$ cat src/rtl/dmem_pkg.sv
// Shared definitions for the data-memory controller: funct3 codes, FSM states
// and the pure lane-handling functions used on the load and store paths.
package dmem_pkg;

    localparam logic [2:0] F3_B  = 3'b000;
    localparam logic [2:0] F3_H  = 3'b001;
    localparam logic [2:0] F3_W  = 3'b010;
    localparam logic [2:0] F3_BU = 3'b100;
    localparam logic [2:0] F3_HU = 3'b101;

    typedef enum logic [1:0] {
        ST_IDLE,
        ST_LD_WAIT,
        ST_RMW_WR,
        ST_RESP
    } state_t;

    // Pick the addressed byte/halfword out of a RAM word and extend it to 32 bits.
    function automatic logic [31:0] load_extend(input logic [31:0] word,
                                                input logic [1:0]  addr_lo,
                                                input logic [2:0]  funct3);
        logic [7:0]  b;
        logic [15:0] h;
        logic [31:0] r;
        b = word[{addr_lo, 3'b000} +: 8];
        h = addr_lo[1] ? word[31:16] : word[15:0];
        case (funct3)
            F3_B:    r = {{24{b[7]}}, b};
            F3_BU:   r = {24'h000000, b};
            F3_H:    r = {{16{h[15]}}, h};
            F3_HU:   r = {16'h0000, h};
            default: r = word;
        endcase
        return r;
    endfunction

    // Overlay the low byte/halfword of new_word onto old_word at its lane.
    function automatic logic [31:0] store_merge(input logic [31:0] old_word,
                                                input logic [31:0] new_word,
                                                input logic [1:0]  addr_lo,
                                                input logic [2:0]  funct3);
        logic [31:0] r;
        r = old_word;
        case (funct3[1:0])
            2'b00:   r[{addr_lo, 3'b000} +: 8]       = new_word[7:0];
            2'b01:   r[{addr_lo[1], 4'b0000} +: 16]  = new_word[15:0];
            default: r = new_word;
        endcase
        return r;
    endfunction

endpackage

$ cat src/rtl/dmem_rr_arb.sv
// Two-requester round-robin arbiter. The last-granted flag moves only when a
// grant is actually taken, so an unserved request keeps its priority.
module dmem_rr_arb (
    input  logic       clk,
    input  logic       rst,
    input  logic [1:0] req_i,
    input  logic       accept_i,
    output logic [1:0] gnt_o
);

    logic last_q;

    // Grant the sole requester, or on a tie the port not granted last.
    always_comb begin
        gnt_o = req_i;
        if (req_i == 2'b11) begin
            gnt_o = last_q ? 2'b01 : 2'b10;
        end
    end

    // Remember which port was served last; reset favours port 0 on the first tie.
    always_ff @(posedge clk) begin
        if (rst) begin
            last_q <= 1'b1;
        end else if (accept_i) begin
            last_q <= gnt_o[1];
        end
    end

endmodule

$ cat src/rtl/dmem_ctrl.sv
// Data-memory sequencer: arbitrates two load/store ports and turns each request
// into word RAM cycles (read-modify-write for sub-word stores, lane extract for loads).
module dmem_ctrl
    import dmem_pkg::*;
#(
    parameter int DEPTH = 512,
    parameter int AW    = $clog2(DEPTH)
) (
    input  logic          clk,
    input  logic          rst,
    input  logic          p0_req_valid,
    output logic          p0_req_ready,
    input  logic          p0_we,
    input  logic [2:0]    p0_funct3,
    input  logic [31:0]   p0_addr,
    input  logic [31:0]   p0_wdata,
    output logic          p0_rsp_valid,
    output logic [31:0]   p0_rsp_rdata,
    output logic          p0_rsp_err,
    input  logic          p1_req_valid,
    output logic          p1_req_ready,
    input  logic          p1_we,
    input  logic [2:0]    p1_funct3,
    input  logic [31:0]   p1_addr,
    input  logic [31:0]   p1_wdata,
    output logic          p1_rsp_valid,
    output logic [31:0]   p1_rsp_rdata,
    output logic          p1_rsp_err,
    output logic          mem_en,
    output logic          mem_we,
    output logic [AW-1:0] mem_addr,
    output logic [31:0]   mem_wdata,
    input  logic [31:0]   mem_rdata
);

    localparam logic [31:0] ADDR_LIMIT = 32'(DEPTH * 4);

    state_t        state_q, state_d;
    logic          owner_q, owner_d;
    logic [2:0]    f3_q, f3_d;
    logic [1:0]    addr_lo_q, addr_lo_d;
    logic [AW-1:0] waddr_q, waddr_d;
    logic [15:0]   wdata_q, wdata_d;
    logic [31:0]   rdata_q [2];
    logic [1:0]    err_q;

    logic [1:0]    gnt;
    logic          accept;
    logic          sel;
    logic          sel_we;
    logic [2:0]    sel_f3;
    logic [31:0]   sel_addr;
    logic [31:0]   sel_wdata;
    logic          f3_legal;
    logic          req_err;
    logic          res_we;
    logic          res_port;
    logic [31:0]   res_rdata;
    logic          res_err;

    dmem_rr_arb u_arb (
        .clk      (clk),
        .rst      (rst),
        .req_i    ({p1_req_valid, p0_req_valid}),
        .accept_i (accept),
        .gnt_o    (gnt)
    );

    // Granted port's payload and its decode-time error check.
    always_comb begin
        sel       = gnt[1];
        sel_we    = sel ? p1_we     : p0_we;
        sel_f3    = sel ? p1_funct3 : p0_funct3;
        sel_addr  = sel ? p1_addr   : p0_addr;
        sel_wdata = sel ? p1_wdata  : p0_wdata;
        if (sel_we) begin
            f3_legal = (sel_f3 == F3_B) || (sel_f3 == F3_H) || (sel_f3 == F3_W);
        end else begin
            f3_legal = (sel_f3 == F3_B) || (sel_f3 == F3_H) || (sel_f3 == F3_W) ||
                       (sel_f3 == F3_BU) || (sel_f3 == F3_HU);
        end
        req_err = !f3_legal ||
                  ((sel_f3[1:0] == 2'b01) && sel_addr[0]) ||
                  ((sel_f3[1:0] == 2'b10) && (sel_addr[1:0] != 2'b00)) ||
                  (sel_addr >= ADDR_LIMIT);
    end

    // Next state, RAM strobes and response capture; everything is gated off under reset.
    always_comb begin
        state_d   = state_q;
        owner_d   = owner_q;
        f3_d      = f3_q;
        addr_lo_d = addr_lo_q;
        waddr_d   = waddr_q;
        wdata_d   = wdata_q;
        accept    = 1'b0;
        mem_en    = 1'b0;
        mem_we    = 1'b0;
        mem_addr  = '0;
        mem_wdata = '0;
        res_we    = 1'b0;
        res_port  = owner_q;
        res_rdata = '0;
        res_err   = 1'b0;
        if (!rst) begin
            case (state_q)
                ST_IDLE: begin
                    if (gnt != 2'b00) begin
                        accept    = 1'b1;
                        owner_d   = sel;
                        f3_d      = sel_f3;
                        addr_lo_d = sel_addr[1:0];
                        waddr_d   = sel_addr[AW+1:2];
                        wdata_d   = sel_wdata[15:0];
                        res_port  = sel;
                        if (req_err) begin
                            res_we  = 1'b1;
                            res_err = 1'b1;
                            state_d = ST_RESP;
                        end else if (sel_we && (sel_f3 == F3_W)) begin
                            mem_en    = 1'b1;
                            mem_we    = 1'b1;
                            mem_addr  = sel_addr[AW+1:2];
                            mem_wdata = sel_wdata;
                            res_we    = 1'b1;
                            state_d   = ST_RESP;
                        end else begin
                            mem_en   = 1'b1;
                            mem_addr = sel_addr[AW+1:2];
                            state_d  = sel_we ? ST_RMW_WR : ST_LD_WAIT;
                        end
                    end
                end
                ST_LD_WAIT: begin
                    res_we    = 1'b1;
                    res_rdata = load_extend(mem_rdata, addr_lo_q, f3_q);
                    state_d   = ST_RESP;
                end
                ST_RMW_WR: begin
                    mem_en    = 1'b1;
                    mem_we    = 1'b1;
                    mem_addr  = waddr_q;
                    mem_wdata = store_merge(mem_rdata, {16'h0000, wdata_q}, addr_lo_q, f3_q);
                    res_we    = 1'b1;
                    state_d   = ST_RESP;
                end
                ST_RESP: begin
                    state_d = ST_IDLE;
                end
                default: begin
                    state_d = ST_IDLE;
                end
            endcase
        end
    end

    // FSM state and latched request payload.
    always_ff @(posedge clk) begin
        if (rst) begin
            state_q   <= ST_IDLE;
            owner_q   <= 1'b0;
            f3_q      <= 3'b000;
            addr_lo_q <= 2'b00;
            waddr_q   <= '0;
            wdata_q   <= '0;
        end else begin
            state_q   <= state_d;
            owner_q   <= owner_d;
            f3_q      <= f3_d;
            addr_lo_q <= addr_lo_d;
            waddr_q   <= waddr_d;
            wdata_q   <= wdata_d;
        end
    end

    // Per-port response data/error, held until that port's next response.
    always_ff @(posedge clk) begin
        if (rst) begin
            rdata_q[0] <= '0;
            rdata_q[1] <= '0;
            err_q      <= 2'b00;
        end else if (res_we) begin
            rdata_q[res_port] <= res_rdata;
            err_q[res_port]   <= res_err;
        end
    end

    assign p0_req_ready = !rst && (state_q == ST_IDLE) && gnt[0];
    assign p1_req_ready = !rst && (state_q == ST_IDLE) && gnt[1];
    assign p0_rsp_valid = (state_q == ST_RESP) && !owner_q;
    assign p1_rsp_valid = (state_q == ST_RESP) && owner_q;
    assign p0_rsp_rdata = rdata_q[0];
    assign p1_rsp_rdata = rdata_q[1];
    assign p0_rsp_err   = err_q[0];
    assign p1_rsp_err   = err_q[1];

endmodule
$ cat config.mk
export PLATFORM = sky130hd
export DESIGN_NAME = dmem_ctrl
export DESIGN_NICKNAME = d
export VERILOG_FILES = /design/src/rtl/dmem_pkg.sv /design/src/rtl/dmem_rr_arb.sv /design/src/rtl/dmem_ctrl.sv
export SDC_FILE = /design/constraint.sdc
export NUM_CORES = 1
export LEC_CHECK = 0
export CORE_AREA = 3 3 123 125
export DETAILED_ROUTE_END_ITERATION = 16
export DIE_AREA = 0 0 126 128
export PLACE_DENSITY = 0.95
export RECOVER_POWER = 25
export SETUP_SLACK_MARGIN = 0.02
export SKIP_LAST_GASP = 1
export SLEW_MARGIN = 0
export SYNTH_ARGS = -nofsm -noshare
export SYNTH_HDL_FRONTEND = slang
export SYNTH_SLANG_ARGS = --single-unit
export TNS_END_PERCENT = 1
$ cat constraint.sdc
create_clock -name clk -period 12.5 [get_ports clk]
set_input_delay 1.875 -clock clk [delete_from_list [all_inputs] [get_ports clk]]
set_output_delay 1.875 -clock clk [all_outputs]
set_load 0.01 [all_outputs]
Yosys cells after proc, flatten, opt, wreduce, memory -nomap -nowiden
Memories as Yosys holds them, arrays and structs flattened.
Cells that the tools add are included.
- flip-flop bits (word level): 36
- memory bits (writable): 64
- word-level logic and storage cells: 124
- memories kept: 1
- add/sub/neg operators: 2
- magnitude comparators: 3
- eq/ne operators: 15
- shifts and indexed selects: 5
- mux-type cells: 62
- reductions and logical operators: 28
- memories (memory ; words ; bits a word ; read ports ; clocked after Yosys merged registers in ; wr ports ; line ; RTL):
    rdata_q ; 2 ; 32 ; 2 ; 0 ; 2 ; dmem_ctrl.sv:44 ; logic [31:0] rdata_q [2];
- operators with widths (kind ; number):
    32-bit 2-to-1 mux ; 9
    32-bit case mux with 2 select lines ; 2
    32-bit case mux with 4 select lines ; 1
    32-bit bitwise mux ; 2
    32-bit by 12-bit greater-or-equal comparator with 1-bit output (second input constant) ; 1
    32-bit OR reduction ; 1
    16-bit by 7-bit variable shift with 32-bit output (first input constant) ; 1
    8-bit by 7-bit variable shift with 32-bit output (first input constant) ; 1
    16-bit by 7-bit variable part select with 32-bit output ; 1
    32-bit by 6-bit variable part select with 8-bit output ; 1
    8-bit by 7-bit variable part select with 32-bit output ; 1
    1-bit 2-to-1 mux ; 30
    9-bit 2-to-1 mux ; 3
    9-bit case mux with 2 select lines ; 1
    16-bit 2-to-1 mux ; 1
    5-bit negation with 7-bit output ; 2
    3-bit equality test (second input constant) ; 4
    2-bit 2-to-1 mux ; 6
    1-bit logical AND ; 9
    2-bit equality test (second input constant) ; 4
    1-bit logical OR ; 7
    2-bit by 1-bit equality test with 1-bit output (second input constant) ; 3
    3-bit by 1-bit equality test with 1-bit output (second input constant) ; 2
    3-bit logical NOT ; 2
    other kinds (14) ; 20

Logic depth before layout (Yosys ltp)
Gate-level depths: netlist of run 1.
- depth after elaboration: 22
- depth in mapped cells: 11

Hierarchy
From an unflattened synthesis of run 1, not the netlist that was laid out.
- cells, all modules: 657
- area, all modules: 6403.6 um^2
- modules (own cells, without submodules) (module ; instances ; cells an instance ; area each (um^2)):
    dmem_ctrl ; 1 ; 651 ; 6349.8
    dmem_rr_arb ; 1 ; 6 ; 53.8

Worst setup path before layout of run 1
Ideal clock, no wire load.
- kind: input-to-reg
- start point: input port p0_req_valid
- end point: memory rdata_q[1][0] (enable)
- library setup time: 0.511 ns
- arrival time: 6.167 ns
- data required time: 11.989 ns
- setup slack: 5.823 ns
- stages: 7
- buffers on the path: 2
- path through: buf_2 -> a21bo_2 -> buf_2 -> nand3_1 -> nor2_1 -> o211a_1 -> o41ai_1
- RTL lines (item ; line ; RTL):
    start: declaration ; dmem_ctrl.sv:11 ; input logic p0_req_valid,
    end: declaration ; dmem_ctrl.sv:44 ;

Final worst setup path of run 1
- start point: input port rst
- end point: output port mem_wdata[16]
- longest elaborated chain between the ends: 1
- RTL lines (item ; line ; RTL):
    start: declaration ; dmem_ctrl.sv:10 ; input logic rst,
    32-bit 2-to-1 mux ; dmem_ctrl.sv:105 ; if (!rst) begin
    end: declaration ; dmem_ctrl.sv:32 ; output logic [31:0] mem_wdata,
No other way between the ends.

==> reports/results.tsv, run 1 <==
metric	value	unit
fill_cells	1112	
end_kind	output pin	
grt_overflow	0	
hold_buffers	0	
gp_congestion	0.9431	
clk_latency	350	ps
postCtsSetupRepairBufs	0	
cts_resized	0	
min_path_type	reg -> reg	
clockPowerShare	16.5	%
finalHoldViolations	0	
dp_hpwl	17.85	mm
vias_per_cell	5.958	
report.final.slew_viol_count	40	
port_buffers	284	
nets	1152	
dp_slack	5491	ps
grt_pass1_vias	6609	
syn2layout_area_growth	48.60	%
critPathLaunchType	input port	
fin_cells	1154	
intPower	978.4	µW
yosysSeqAreaShare	40.80	%
clockRootBuffer	clkbuf_16	
grt_max_degree	68	
rsz0062_at_grt	false	
path_clk_slew	70	ps
drtIter0Drc	983	
wl_per_cell	19.98	µm
power_frac_comb	50.4	%
dr.pass1.iters	7	
synth_edf_count	64	
ys.flop_type	edfxtp_1	
ir_drop	0.00008370	V
initial_utilization	46.31	%
crit_required	10620	ps
power_frac_seq	33.0	%
critical_path_class	in -> out	
fin_crit_sh	62.52	%
failed_checks	capacitance limit, slew limit	
synth_cells	722	
antennaDiodeCount	0	
die_area	0.01613	mm²
synth_cell_type_count	62	
p_leak	3.889	nW
synthTopCellsByArea	edfxtp_1, dfxtp_1, mux2i_1	
synth_top_cell_by_area	edfxtp_1	
clock-sinks	100	
fin_skew	11.00	ps
yosysWarnings	0	
total_power	1.667	mW
synth-seq-cells	100	
r2r_setup_slack	9340	ps
setup_violations	0	
grtUsageTotal	27.49	%
worst_pin_slew	1871	ps
synth_area	0.006477	mm²
cts_buffers	9	
htreeDepth	3	
grt_pass1_wl	35.34	mm
powerDensity	173.2	mW/mm²
die_w	126	µm
status	finished with violations	
final.setup.worst_slack	4685	ps
drc	0	
slew_headroom	-24.73	%
switchingPower	688.9	µW
ant_nets	0	
max-cap-violations	1	
whs	503.5	ps
rows	43	
switching_share	41.32	%
dpl.cell_count	1138	
antenna_found_initial	0	
coreArea	0.01399	mm²
post-route-min-period	7815	ps
io_pins	285	
clockBufferDepth	2	
worstPathArrival	5940	ps
drt-total-wl	23.05	mm
setup_tns	0	ps
syn_nets	905	
yosysMostFrequentCell	nor2_1	
path_max_fanout	39	
layout-drive-gt1-share	4.928	%
synthTopCellsByCount	nor2_1, edfxtp_1, nand2_1, mux2i_1, inv_1	
syn_avg_cell_area	8.972	µm²
cts_tree	built	
synthArstFlopShare	0	%
die_height	128	µm
vias	6875	
clock.fmax	128.0	MHz
synth.top_cell.area_share	29.67	%
## layout by cell type, fill, tap and decap left out, types with 9 or more instances in the layout
| cell | n |
|---|---|
| clkdlybuf4s50_1 | 216 |
| a221o_1 | 9 |
| nor2_1 | 102 |
| ha_1 | 11 |
| a22oi_1 | 12 |
| a21oi_1 | 31 |
| edfxtp_1 | 64 |
| a211oi_1 | 31 |
| nor3_1 | 11 |
| dfxtp_1 | 36 |
| nand3_1 | 35 |
| nand2_1 | 63 |
| o21ai_1 | 9 |
| o21ai_0 | 12 |
| clkbuf_16 | 9 |
| o31ai_1 | 9 |
| o22ai_1 | 26 |
| mux2i_1 | 55 |
| dlygate4sd3_1 | 68 |
| inv_1 | 37 |
| nor4_1 | 11 |
## worst max-delay path, cell delays in order
cell and delay (ps):
dlygate4sd3_1 520, clkbuf_1 1330, inv_1 500, nand2_1 650, nor2_1 270, nand3_1 160, o21ai_0 110, clkdlybuf4s50_1 500
## layout make-up
class	instances	area, µm²	area share, %
multi-input cells	528	3421	35.54
repair buffers	293	2907	30.20
flip-flops and latches	100	2643	27.45
clock buffers	9	225.2	2.340
well taps	180	225.2	2.340
inverters	37	138.9	1.443
clock inverters	7	66.31	0.6889
## final timing paths
path                            cells after the start         start             end
worst max-delay path                                8           rst   mem_wdata[16]
worst min-delay path                                2    waddr_q[3]      waddr_q[3]
worst max register to register                      8  u_arb.last_q  rdata_q[1][21]
worst min register to register                      2    waddr_q[3]      waddr_q[3]
## through the flow
stage	util, %	cell area (µm²)
CTS	68.84	9629
floorplan	-	6477
global route	68.81	9625
detailed placement	66.75	9338
global placement	66.75	9338
finish	68.81	9625
## flip-flops by register name (all words and copies together) (netlist names)
| signal | cells |
|---|---|
| addr_lo_q | 2 |
| f3_q | 3 |
| err_q | 2 |
| rdata_q | 64 |
| u_arb.last_q | 1 |
| owner_q | 1 |
| state_q | 2 |
| waddr_q | 9 |
| wdata_q | 16 |
## power by group through the flow
stage | logic, mW | registers, mW | clock network (mW)
6_report | 0.841 | 0.551 | 0.276
5_1_grt | 0.908 | 0.564 | 0.290
4_1_cts | 0.862 | 0.552 | 0.277
3_5_place_dp | 0.860 | 0.560 | 0
3_3_place_gp | 0.842 | 0.555 | 0
2_1_floorplan | 0.470 | 0.575 | 0
## logic make-up after synthesis
| logic type | share of synthesized area [%] |
|---|---|
| simple gates | 18.47 |
| compound gates | 21.67 |
| flops | 40.80 |
| buf+inv | 6.645 |
| mux | 10.30 |
| fa+ha+maj | 2.125 |
## per-layer routing
metal | share of wire, % | track usage (%)
met1 | 39 | 34.47
met2 | 49 | 47.17
met3 | 8.7 | 5.375
met4 | 3.5 | 10.22
met5 | 0 | 0
No activity file was read; power rests on OpenSTA's default activity.
==> run 2, diff against run 1 <==
--- a/config.mk
+++ b/config.mk
@@ -5,10 +5,10 @@
 export SDC_FILE = /design/constraint.sdc
 export NUM_CORES = 1
 export LEC_CHECK = 0
-export CORE_AREA = 3 3 123 125
+export CORE_AREA = 3 3 133 135
 export DETAILED_ROUTE_END_ITERATION = 16
-export DIE_AREA = 0 0 126 128
-export PLACE_DENSITY = 0.95
+export DIE_AREA = 0 0 136 138
+export PLACE_DENSITY = 0.87
 export RECOVER_POWER = 25
 export SETUP_SLACK_MARGIN = 0.02
 export SKIP_LAST_GASP = 1
==> constraint.sdc (replaced) <==
create_clock -name clk -period 7.1 [get_ports clk]
set_input_delay 1.065 -clock clk [delete_from_list [all_inputs] [get_ports clk]]
set_output_delay 1.065 -clock clk [all_outputs]
set_load 0.01 [all_outputs]
==> reports/results.tsv, run 2 (synthesis results as in run 1) <==
metric	value	unit	change
whs	503.4	ps	-0.1100 ps
io_pins	285		unchanged
worst_pin_slew	2738	ps	+867.2 ps
crit_path_max_incr_delay	1930	ps	+600 ps
fill_cells	1467		+32%
worstPathArrival	5670	ps	-270 ps
power_frac_seq	32.9	%	about the same
status	finished with violations		
post-route-min-period	5460	ps	
report.final.slew_viol_count	68		+70%
p_leak	3.885	nW	-0.10%
final.setup.worst_slack	1640	ps	-3045 ps
slew_headroom	-82.54	%	-58 points
min_path_type	reg -> reg		
powerDensity	303.8	mW/mm²	+75%
path_delay_family	buffers and inverters		
critPathLaunchType	input port		
intPower	1.730	mW	+77%
path_clk_slew	70	ps	about the same
layout-drive-gt1-share	4.825	%	-0.10 points
port_buffers	284		unchanged
rows	47		+9.3%
drt-total-wl	22.94	mm	-0.48%
antennaDiodeCount	0		unchanged
crit_required	7310	ps	-3310 ps
total_power	2.941	mW	+76%
critical_path_class	in -> reg		
largest_reg_flops	64		unchanged
grt_pass1_vias	6388		-3.3%
path_cells	dlygate4sd3_1, o21a_2, clkbuf_1, o21ai_2, nor4_2, nand2_1, nor2_1		
path_buf_inv	2		-2
htreeDepth	3		unchanged
setup_violations	0		unchanged
switchingPower	1.210	mW	+76%
gp_congestion	0.8982		-4.8%
clockPowerShare	16.4	%	about the same
path_max_fanout	67		+72%
wl_per_cell	19.21	µm	-3.8%
die_area	0.01877	mm²	+16%
fin_crit_sh	76.90	%	
clockRootBuffer	clkbuf_16		
rsz0062_at_grt	false		
drc	0		unchanged
dr.pass1.iters	5		-2
clock.fmax	183.2	MHz	
max-cap-violations	1		unchanged
end_kind	flop		
antenna_found_initial	1		+1
dp_hpwl	18.10	mm	+1.4%
coreArea	0.01658	mm²	+19%
clk_latency	350	ps	about the same
cts_resized	0		unchanged
ant_nets	0		unchanged
grt_overflow	0		unchanged
clockBufferDepth	2		unchanged
hold_buffers	0		unchanged
top_regs	rdata_q x64, wdata_q x16, waddr_q x9		
die_w	136	µm	+7.9%
grt_max_degree	68		unchanged
clock-sinks	100		unchanged
dp_slack	2187	ps	-3304 ps
nets	1152		unchanged
setup_tns	0	ps	unchanged
switching_share	41.15	%	-0.17 points
die_height	138	µm	+7.8%
grt_pass1_wl	34.85	mm	-1.4%
failed_checks	capacitance limit, slew limit		
initial_utilization	39.06	%	-7.2 points
vias	6707		-2.4%
drtIter0Drc	623		-37%
postCtsSetupRepairBufs	0		unchanged
cts_buffers	9		unchanged
finalHoldViolations	0		unchanged
grtUsageTotal	23.60	%	-3.9 points
layout_commonest_cell	clkdlybuf4s50_1		
regMostFlops	rdata_q		
power_frac_comb	50.7	%	+0.3 points
mostFrequentLayoutCells	clkdlybuf4s50_1, nor2_1, dlygate4sd3_1, edfxtp_1, nand2_1		
cts_tree	built		
vias_per_cell	5.617		-5.7%
syn2layout_area_growth	49.41	%	
ir_drop	0.0001551	V	+85%
fin_skew	8.949	ps	-2.052 ps
crit_slowest_cell	clkbuf_1		
run 2: final timing paths:
check               startpoint            end  slack (ps)  cells after the start
hold reg to reg     waddr_q[3]     waddr_q[3]         500                      2
setup / recovery  p0_req_valid  rdata_q[1][9]        1640                      7
setup reg to reg    state_q[0]  rdata_q[1][9]        2260                      8
hold / removal      waddr_q[3]     waddr_q[3]         500                      2
run 2: metal layers:
metal  track usage [%]  up-vias  share of wire (%)
met5                 0        -              0.052
met2             38.44      352                 48
met1             30.19     3095                 40
met3             6.432       53                8.8
met4             8.011        2                2.9
li1                  -     3205                  -
run 2: power groups by stage:
stage               registers [mW]  clock network (mW)  logic, mW
global route                 0.989               0.517       1.62
finish                       0.967               0.483       1.49
CTS                          0.974               0.493       1.53
floorplan                     1.01                   0      0.828
detailed placement           0.987                   0       1.52
global placement             0.979                   0       1.50
run 2: worst min-delay path: cells and delay by family (launching register included):
family	cells	cell delay, ps
DFF	1	310
AOI/OAI and AO/OA	1	50
and+or+nand+nor	1	90
run 2: area by class of cell:
type	count	area, µm²	area share [%]
timing repair buffer	293	2907	30.03
inverter	37	138.9	1.435
clock inverter	7	68.82	0.7111
clock buffer	9	225.2	2.327
multi-input combinational	528	3421	35.35
sequential	100	2643	27.30
tap	220	275.3	2.844
run 2: metrics by stage:
stage	util (%)	area, µm²	std cells
5_1_grt	58.36	9678	1194
2_1_floorplan	-	6477	722
3_5_place_dp	56.61	9388	1178
4_1_cts	58.38	9682	1194
3_3_place_gp	56.61	9388	1178
6_report	58.36	9678	1194
